File: config.mk
export PLATFORM = sky130hd
export DESIGN_NAME = uart_tx_flat
export DESIGN_NICKNAME = d
export VERILOG_FILES = /design/src/rtl/uart_pkg.sv /design/src/rtl/uart_tx_if.sv /design/src/rtl/uart_tx_fifo.sv /design/src/rtl/uart_tx.sv /design/src/flat_wrapper.sv
export SDC_FILE = /design/constraint.sdc
export NUM_CORES = 1
export LEC_CHECK = 0
export ABC_CLOCK_PERIOD_IN_PS = 6850
export CAP_MARGIN = 30
export CORE_ASPECT_RATIO = 0.9
export CORE_UTILIZATION = 63
export DETAILED_ROUTE_END_ITERATION = 8
export PLACE_DENSITY = 0.95
export SYNTH_ARGS = -nofsm -noshare
export SYNTH_HDL_FRONTEND = slang
export SYNTH_SLANG_ARGS = --single-unit
export TNS_END_PERCENT = 50
File: constraint.sdc
create_clock -name clk -period 6.85 [get_ports clk]
set_clock_uncertainty 0.05 [all_clocks]
set_input_delay 1.37 -clock clk [delete_from_list [all_inputs] [get_ports clk]]
set_output_delay 1.37 -clock clk [all_outputs]
set_load 0.03 [all_outputs]
File: src/rtl/uart_pkg.sv
// uart_pkg -- shared types and defaults for the UART transmitter.
//   tx_state_e           : transmit FSM states (IDLE, START, DATA, STOP)
//   CLKS_PER_BIT_DEFAULT : 434 clocks per bit (50 MHz / 115200 baud)
//   FIFO_DEPTH_DEFAULT   : 4 queued bytes
//   line_level()         : serial line level for a given state and data bit
package uart_pkg;

  typedef enum logic [1:0] {
    IDLE  = 2'd0,
    START = 2'd1,
    DATA  = 2'd2,
    STOP  = 2'd3
  } tx_state_e;

  localparam int CLKS_PER_BIT_DEFAULT = 434;
  localparam int FIFO_DEPTH_DEFAULT   = 4;

  // 8N1 framing: start bit low, data LSB first, stop bit and idle high.
  function automatic logic line_level(input tx_state_e st, input logic data_bit);
    case (st)
      START:   return 1'b0;
      DATA:    return data_bit;
      default: return 1'b1;
    endcase
  endfunction

endpackage

File: src/rtl/uart_tx_if.sv
// uart_tx_if -- byte handshake between a producer and the UART transmitter.
//   tx_data  : byte offered by the producer
//   tx_valid : producer offers tx_data this cycle
//   tx_ready : transmitter can accept a byte this cycle
// modport master = producer side, modport slave = transmitter side.
interface uart_tx_if;

  logic [7:0] tx_data;
  logic       tx_valid;
  logic       tx_ready;

  modport master (output tx_data, output tx_valid, input tx_ready);
  modport slave  (input tx_data, input tx_valid, output tx_ready);

endinterface

File: src/rtl/uart_tx_fifo.sv
// tx_fifo -- byte FIFO feeding the UART shift register.
//   clk, rst : clock, asynchronous active-high reset (pointers/count only)
//   push,din : write din when push and not full
//   pop,dout : dout shows the head; pop removes it when not empty
//   full, empty, count : occupancy status (count is exact on push+pop)
// DEPTH must be a power of two so the pointers wrap by natural overflow.
module tx_fifo #(
  parameter int DEPTH = 4,
  parameter int WIDTH = 8
) (
  input  logic                     clk,
  input  logic                     rst,
  input  logic                     push,
  input  logic [WIDTH-1:0]         din,
  input  logic                     pop,
  output logic [WIDTH-1:0]         dout,
  output logic                     full,
  output logic                     empty,
  output logic [$clog2(DEPTH):0]   count
);

  localparam int AW = $clog2(DEPTH);
  localparam logic [AW:0] FULL_CNT = (AW+1)'(DEPTH);

  logic [WIDTH-1:0] mem [DEPTH];
  logic [AW-1:0]    wr_ptr;
  logic [AW-1:0]    rd_ptr;
  logic [AW:0]      cnt;
  logic             do_push;
  logic             do_pop;

  assign full    = (cnt == FULL_CNT);
  assign empty   = (cnt == '0);
  assign count   = cnt;
  assign dout    = mem[rd_ptr];
  assign do_push = push && !full;
  assign do_pop  = pop && !empty;

  always_ff @(posedge clk or posedge rst) begin
    if (rst) begin
      wr_ptr <= '0;
      rd_ptr <= '0;
      cnt    <= '0;
    end else begin
      if (do_push) wr_ptr <= wr_ptr + 1'b1;
      if (do_pop)  rd_ptr <= rd_ptr + 1'b1;
      case ({do_push, do_pop})
        2'b10:   cnt <= cnt + 1'b1;
        2'b01:   cnt <= cnt - 1'b1;
        default: cnt <= cnt;
      endcase
    end
  end

  // Storage carries data only, so it is left out of reset.
  always_ff @(posedge clk) begin
    if (do_push) mem[wr_ptr] <= din;
  end

endmodule

File: src/rtl/uart_tx.sv
// uart_tx -- 8N1 UART transmitter with a small byte FIFO.
//   clk, rst   : clock, asynchronous active-high reset
//   tx_if      : slave side of the byte handshake (tx_data/tx_valid/tx_ready)
//   tx         : registered serial line, idle high
//   busy       : a frame is in progress or bytes are queued
//   fifo_count : queued bytes, not counting the byte being shifted
module uart_tx
  import uart_pkg::*;
#(
  parameter int CLKS_PER_BIT = CLKS_PER_BIT_DEFAULT,
  parameter int FIFO_DEPTH   = FIFO_DEPTH_DEFAULT
) (
  input  logic                          clk,
  input  logic                          rst,
  uart_tx_if.slave                      tx_if,
  output logic                          tx,
  output logic                          busy,
  output logic [$clog2(FIFO_DEPTH):0]   fifo_count
);

  localparam int CW = $clog2(CLKS_PER_BIT);
  localparam logic [CW-1:0] BAUD_LAST = CW'(CLKS_PER_BIT - 1);

  tx_state_e     state_q, state_d;
  logic [CW-1:0] baud_q, baud_d;
  logic [2:0]    bit_q, bit_d;
  logic [7:0]    shift_q, shift_d;
  logic          tx_q;
  logic          pop;
  logic          baud_end;
  logic          fifo_full;
  logic          fifo_empty;
  logic [7:0]    fifo_dout;

  tx_fifo #(.DEPTH(FIFO_DEPTH), .WIDTH(8)) u_fifo (
    .clk   (clk),
    .rst   (rst),
    .push  (tx_if.tx_valid),
    .din   (tx_if.tx_data),
    .pop   (pop),
    .dout  (fifo_dout),
    .full  (fifo_full),
    .empty (fifo_empty),
    .count (fifo_count)
  );

  // Ready is a pure function of occupancy; a pop in the same cycle does not
  // open a slot early, which keeps tx_ready free of any FSM timing path.
  assign tx_if.tx_ready = !fifo_full;
  assign busy           = (state_q != IDLE) || (fifo_count != '0);
  assign tx             = tx_q;
  assign baud_end       = (baud_q == BAUD_LAST);

  always_comb begin
    state_d = state_q;
    baud_d  = baud_q;
    bit_d   = bit_q;
    shift_d = shift_q;
    pop     = 1'b0;
    case (state_q)
      IDLE: begin
        baud_d = '0;
        bit_d  = '0;
        if (!fifo_empty) begin
          pop     = 1'b1;
          shift_d = fifo_dout;
          state_d = START;
        end
      end
      START: begin
        if (baud_end) begin
          baud_d  = '0;
          bit_d   = '0;
          state_d = DATA;
        end else begin
          baud_d = baud_q + 1'b1;
        end
      end
      DATA: begin
        if (baud_end) begin
          baud_d  = '0;
          bit_d   = bit_q + 3'd1;
          shift_d = shift_q >> 1;
          if (bit_q == 3'd7) state_d = STOP;
        end else begin
          baud_d = baud_q + 1'b1;
        end
      end
      STOP: begin
        if (baud_end) begin
          baud_d = '0;
          // Chain straight into the next start bit so frames abut.
          if (!fifo_empty) begin
            pop     = 1'b1;
            shift_d = fifo_dout;
            state_d = START;
          end else begin
            state_d = IDLE;
          end
        end else begin
          baud_d = baud_q + 1'b1;
        end
      end
      default: state_d = IDLE;
    endcase
  end

  // tx is a flop fed from the current state, so the line trails the FSM by
  // one clock: a pop at edge N+1 shows the start bit after edge N+2.
  always_ff @(posedge clk or posedge rst) begin
    if (rst) begin
      state_q <= IDLE;
      baud_q  <= '0;
      bit_q   <= '0;
      tx_q    <= 1'b1;
    end else begin
      state_q <= state_d;
      baud_q  <= baud_d;
      bit_q   <= bit_d;
      tx_q    <= line_level(state_q, shift_q[0]);
    end
  end

  always_ff @(posedge clk) begin
    shift_q <= shift_d;
  end

endmodule

File: src/flat_wrapper.sv
// flat-port wrapper written by rule: the top's interface ports become plain ports
module uart_tx_flat import uart_pkg::*;
#(
  parameter int CLKS_PER_BIT = CLKS_PER_BIT_DEFAULT,
  parameter int FIFO_DEPTH   = FIFO_DEPTH_DEFAULT
)
  (clk, rst, tx, busy, fifo_count, tx_if_tx_data, tx_if_tx_valid, tx_if_tx_ready);
  uart_tx_if tx_if_i ();
  input  logic clk;
  input  logic rst;
  output logic tx;
  output logic busy;
  output logic [$clog2(FIFO_DEPTH):0] fifo_count;
  input wire logic [$bits(tx_if_i.tx_data)-1:0] tx_if_tx_data;
  input wire logic [$bits(tx_if_i.tx_valid)-1:0] tx_if_tx_valid;
  output wire logic [$bits(tx_if_i.tx_ready)-1:0] tx_if_tx_ready;
  assign tx_if_i.tx_data = tx_if_tx_data;
  assign tx_if_i.tx_valid = tx_if_tx_valid;
  assign tx_if_tx_ready = tx_if_i.tx_ready;
  uart_tx #(.CLKS_PER_BIT(CLKS_PER_BIT), .FIFO_DEPTH(FIFO_DEPTH)) u_core (.clk(clk), .rst(rst), .tx_if(tx_if_i), .tx(tx), .busy(busy), .fifo_count(fifo_count));
endmodule
# ---- Yosys cells after proc, flatten, opt, wreduce, memory -nomap -nowiden
# Memory sizes are Yosys's and may differ from the RTL's.
# Cells that the tools add are included.
dict set report word_totals {
  register_bits 30
  mem_bits_rw 32
  inputBits 11
  output_inout_bits 6
  elab_cells 67
  n_memories 1
}
dict set report classes {
  n_addsub 6
  eq_ne 13
  n_mux 23
  reduce_logical 16
}
# name words word_bits rd rd_ports_with_merged_regs write_ports line
set mem_list {}
lappend mem_list {u_core.u_fifo.mem 4 8 1 0 1 uart_tx_fifo.sv:25} ;# logic [WIDTH-1:0] mem [DEPTH];
# cell n
set ops {}
lappend ops {{$mux W8} 3}
lappend ops {{$pmux W8 S3} 1}
lappend ops {{$pmux W9 S2} 1}
lappend ops {{$mux W2} 5}
lappend ops {{$add A9 B1 Y9 const B} 1}
lappend ops {{$eq A9 B9 Y1 const B} 1}
lappend ops {{$mux W9} 1}
lappend ops {{$pmux W3 S3} 1}
lappend ops {{$reduce_bool A3 Y1} 3}
lappend ops {{$ne A2 B1 Y1 const B} 4}
lappend ops {{$pmux W2 S4} 1}
lappend ops {{$add A3 B1 Y3 const B} 2}
lappend ops {{$eq A2 B2 Y1 const B} 3}
lappend ops {{$eq A3 B3 Y1 const B} 2}
lappend ops {{$mux W3} 2}
lappend ops {{$pmux W3 S2} 1}
lappend ops {{$reduce_and A3 Y1} 2}
lappend ops {{$mux W1} 5}
lappend ops {{$reduce_and A5 Y1} 1}
lappend ops {{$add A2 B1 Y2 const B} 2}
lappend ops {{$eq A2 B1 Y1 const B} 2}
lappend ops {{$pmux W1 S2} 2}
lappend ops {{$reduce_bool A2 Y1} 2}
lappend ops {{$logic_not A3 Y1} 1}
lappend ops {{7 further kinds} 9}

# ---- Depth between registers and ports, before layout
dict set report depth {
  ltp_word 7
  ltp_mapped 11
  mapped_depth_nobuf 11
}

# ---- Hierarchy
# A second synthesis with hierarchy kept.
dict set report unflattened {
  hier_cells 196
  hier_area_um2 2832.7
}
# mod n_inst cells_per_inst area_each_um2 seq_area_each_um2
set modules_own_cells {}
lappend modules_own_cells {tx_fifo 1 80 1596.5 1136.1}
lappend modules_own_cells {uart_tx 1 116 1236.2 616.8}

# ---- Worst setup path after synthesis
# No wires, ideal clock.
dict set report synth_timing {
  kind {input port to flip-flop}
  startpoint {input tx_if_tx_valid}
  endpoint {register u_core.u_fifo.cnt[2], in the netlist u_core.u_fifo.count[2]}
  setup_time_ns 0.081
  arrival_ns 2.540
  required_time_ns 6.719
  setup_slack_ns 4.179
  path_stages 8
  path_buffers 0
  cell_sequence {and2_1 > inv_1 > ha_1 > inv_1 > fa_1 > xor2_1 > nor2_1 > xor2_1}
}
dict set report synth_via {
  elab_chain_cells 3
  elab_cells_between_ends 5
  classes_between {2 x eq/ne; 1 x mux; 2 x reduce/logical}
}
# element line
set synth_rtl {}
lappend synth_rtl {{from (decl)} flat_wrapper.sv:15} ;# input wire logic [$bits(tx_if_i.tx_valid)-1:0] tx_if_tx_valid;
lappend synth_rtl {{$logic_and A1 B1 Y1 (*)} uart_tx_fifo.sv:36} ;# assign do_push = push && !full;
lappend synth_rtl {{$eq A2 B1 Y1 / $eq A2 B2 Y1 (equally long branches)} uart_tx_fifo.sv:47} ;# case ({do_push, do_pop})
lappend synth_rtl {{$pmux W3 S2 / $reduce_bool A2 Y1 (equally long branches)} --}
lappend synth_rtl {{to (signal assigned)} uart_tx_fifo.sv:48} ;# 2'b10: cnt <= cnt + 1'b1;
lappend synth_rtl {{to (signal assigned)} uart_tx_fifo.sv:49} ;# 2'b01: cnt <= cnt - 1'b1;
lappend synth_rtl {{to (signal assigned)} uart_tx_fifo.sv:50} ;# default: cnt <= cnt;
lappend synth_rtl {{to (decl)} uart_tx_fifo.sv:28} ;# logic [AW:0] cnt;
# Every way passes the cells marked *; elsewhere a longest branch is shown, timed or not.
# A chain may end at the register's enable or synchronous reset.

# ---- Worst setup path in the final report
dict set report layout_timing {
  startpoint {register u_core.state_q[0]}
  endpoint {output busy}
}
dict set report layout_via {
  elab_chain_cells 2
}
# element line
set layout_rtl {}
lappend layout_rtl {{from (decl)} uart_tx.sv:24} ;# tx_state_e state_q, state_d;
lappend layout_rtl {{from (signal assigned)} uart_tx.sv:117} ;# state_q <= state_d;
lappend layout_rtl {{$reduce_bool A2 Y1} uart_tx.sv:50} ;# assign busy = (state_q != IDLE) || (fifo_count != '0);
lappend layout_rtl {{$logic_or A1 B1 Y1} uart_tx.sv:50}
lappend layout_rtl {{to (decl)} flat_wrapper.sv:12} ;# output logic busy;
# No other way between the ends.

==> qor.yml <==
min_path:
  min_path_type: "register to register"
  holdPathStages: 2
synthesis:
  synth_top_flop_cell: "edfxtp_1"
  synth_nets: 211
  syn_area_per_cell_um2: 15.3
  synth-seq-area-share: 0.622
  async_reset_ff_frac: 0.355
  synth_warnings: 0
  synthCells: 184
  synth-seq-cells: 62
  syn_area_um2: 2820
  synth_edf_count: 40
  synth_area_leaders: "edfxtp_1 (43%), dfrtp_1 (19%), ha_1 (6.7%), mux4_2 (6.4%), xor2_1 (3.1%)"
  synth_top_area_share: 0.426
  synth.distinct_cells: 44
  yosys.area.top_type: "edfxtp_1"
global_route:
  grt.overflow.total: 0
  grt_pass1_vias: 1795
  grt_use_total: 0.276
  antenna_found_initial: 0
  grt_pass1_wl_mm: 9.00
  grt_max_degree: 23
clock_tree:
  post_cts_buffers: 0
  numCtsBuffers: 9
  clock_tree.root_cell: "clkbuf_8"
  clk_latency_ns: 0.34
  clk_path_buf_depth: 2
  cts_tree: "yes"
  cts.clk_slew.worst_paths_ns: 0.07
  h-tree-depth: 3
  cts.sinks: 62
  hold_buffers: 0
  cts_resized: 0
worst_setup_path:
  worstPathRequired_ns: 5.43
  r2r_cells: 4
  start_kind: "register"
  cp_max_fo: 6
  cp_top_family: "buffers and inverters"
  max_stage_delay_ns: 0.66
  slowest_stage: "clkdlybuf4s50_1"
  path_cells: "inv_1 -> ha_1 -> nand2_1 -> clkdlybuf4s50_1"
  crit_type: "register to output port"
  end_kind: "output port"
  worst-path-buf-inv: 2
  crit_cells: 4
  worstPathArrival_ns: 2.01
timing:
  hold_viol: 0
  min_period_ns: 3.43
  period_share: 0.501
  setup_violations: 0
  final_max_slew_viol_count: 0
  tns_ns: 0
  rsz0062_at_grt: "false"
  slew_headroom: 0.295
  fmax_mhz: 291
  tightest_slew_ns: 1.06
place:
  dpl-instance-area_um2: 3040
  post-dp-hpwl_mm: 3.63
  port-buffer-count: 16
  placedCellCount: 256
  place.gp.congestion: 0.817
cells_and_area:
  drive_gt1_frac: 0.156
  fin_cells: 272
  diodes: 0
  multi_input_area_um2: 1010
  fin_nets: 234
  layout.area.seq_um2: 1750
  nFillCells: 224
  syn_to_final_growth_pct: 15.3
  final_area_um2: 3250
  final_common_cell: "edfxtp_1"
  final_cell_mix: "edfxtp_1 (40), dfrtp_1 (21), clkdlybuf4s50_1 (16)"
die:
  start_util: 0.674
  die_w_um: 72.5
  fp.dieH_um: 65.5
  num_rows: 22
  core_um2: 4180
  ioPinCount: 17
  die_area_um2: 4750
power_and_ir_drop:
  switching_share: 0.284
  vdd_drop_max_v: 0.000286
  seq_power_share: 0.477
  p_sw_w: 0.000295
  clkPwrFrac: 0.331
  p_leak_nw: 1.29
  p_per_area_nw_per_um2: 320
  p_int_w: 0.000745
  comb_power_share: 0.192
  p_total_w: 0.00104
detailed_routing:
  wl_mm: 5.65
  drtAntennaViolNets: 0
  avgViaCountPerCell: 6.26
  drtIter0Drc: 128
  vias: 1702
  first_pass_iters: 4
  drc: 0
  wl_per_cell_um: 20.8
flow_run:
  maxCapViolations: 0
run_status:
  status: "finished, final reports clean"
[tightest hold or removal path, cell delays in order, from the launching register on]
cell      delay (ns)
edfxtp_1        0.33
nand2_1         0.04
o21ai_0         0.07
[registers in the layout, summed over array words and instances (netlist names)]
| register | flops |
|---|---|
| u_core.baud_q | 9 |
| u_core.bit_q | 3 |
| u_core.shift_q | 8 |
| u_core.state_q | 2 |
| u_core.tx | 1 |
| u_core.u_fifo.count | 3 |
| u_core.u_fifo.mem | 32 |
| u_core.u_fifo.rd_ptr | 2 |
| u_core.u_fifo.wr_ptr | 2 |
[power by group through the flow]
stage | combinational [W] | sequential [W] | clock (W)
after floorplan | 0.000109 | 0.000510 | 0
after global placement | 0.000175 | 0.000494 | 0
after detailed placement | 0.000188 | 0.000502 | 0
after CTS | 0.000200 | 0.000495 | 0.000347
after global routing | 0.000213 | 0.000499 | 0.000366
final | 0.000199 | 0.000496 | 0.000344
[cell usage after synthesis (2+ instances only)]
library cell and n:
a21oi_1 4, a22o_1 8, a22oi_1 2, and3_1 5
clkbuf_1 3, dfrtp_1 21, edfxtp_1 40, ha_1 15
inv_1 11, mux2_1 2, mux4_2 8, nand2_1 5
nand3_1 4, nand4_1 2, nor2_1 12, o2bb2ai_1 2
or3_1 2, xnor2_1 3, xor2_1 10
[area by class of cell]
type	instances	area share
multi-input combinational	107	0.310
clock buffer	9	0.0381
tap	60	0.0231
inverter	11	0.0127
timing repair buffer	16	0.0493
sequential	62	0.539
clock inverter	7	0.0273
[worst paths after layout]
kind | from | slack, ns | to
min in group asynchronous | rst | 1.52 | u_core.u_fifo.wr_ptr[0]
max | u_core.state_q[0] | 3.42 | busy
min | u_core.shift_q[0] | 0.43 | u_core.tx
max in group asynchronous | rst | 4.71 | u_core.bit_q[2]
min reg2reg | u_core.shift_q[0] | 0.43 | u_core.tx
max reg2reg | u_core.state_q[0] | 4.14 | u_core.shift_q[3]
[metal layers]
metal | vias up | GRT usage | wire, um
li1 | 737 | - | -
met1 | 873 | 0.351 | 2380
met2 | 80 | 0.419 | 2850
met3 | 12 | 0.0828 | 280
met4 | 0 | 0.167 | 138
met5 | - | 0 | 0
[stage by stage]
step                 util  setup slack, ns  hold slack [ns]
floorplan               -             4.18            0.379
global placement    0.726             3.69            0.404
detailed placement  0.726             3.60            0.422
finish              0.777             3.42            0.434
global route        0.777             3.36            0.490
CTS                 0.777             3.43            0.441
[logic make-up (layout without fill, tap and decap cells)]
family	count (synthesis)	in the layout	share of synthesized area
adder cells (fa/ha/maj)	16	16	0.0737
XOR/XNOR	13	13	0.0404
buffers and inverters	15	43	0.0204
flip-flops	62	62	0.622
AND/OR/NAND/NOR	42	42	0.0928
AO/OA/AOI/OAI	24	24	0.0715
multiplexers	12	12	0.0794
Power figures use the tool's default switching activity.
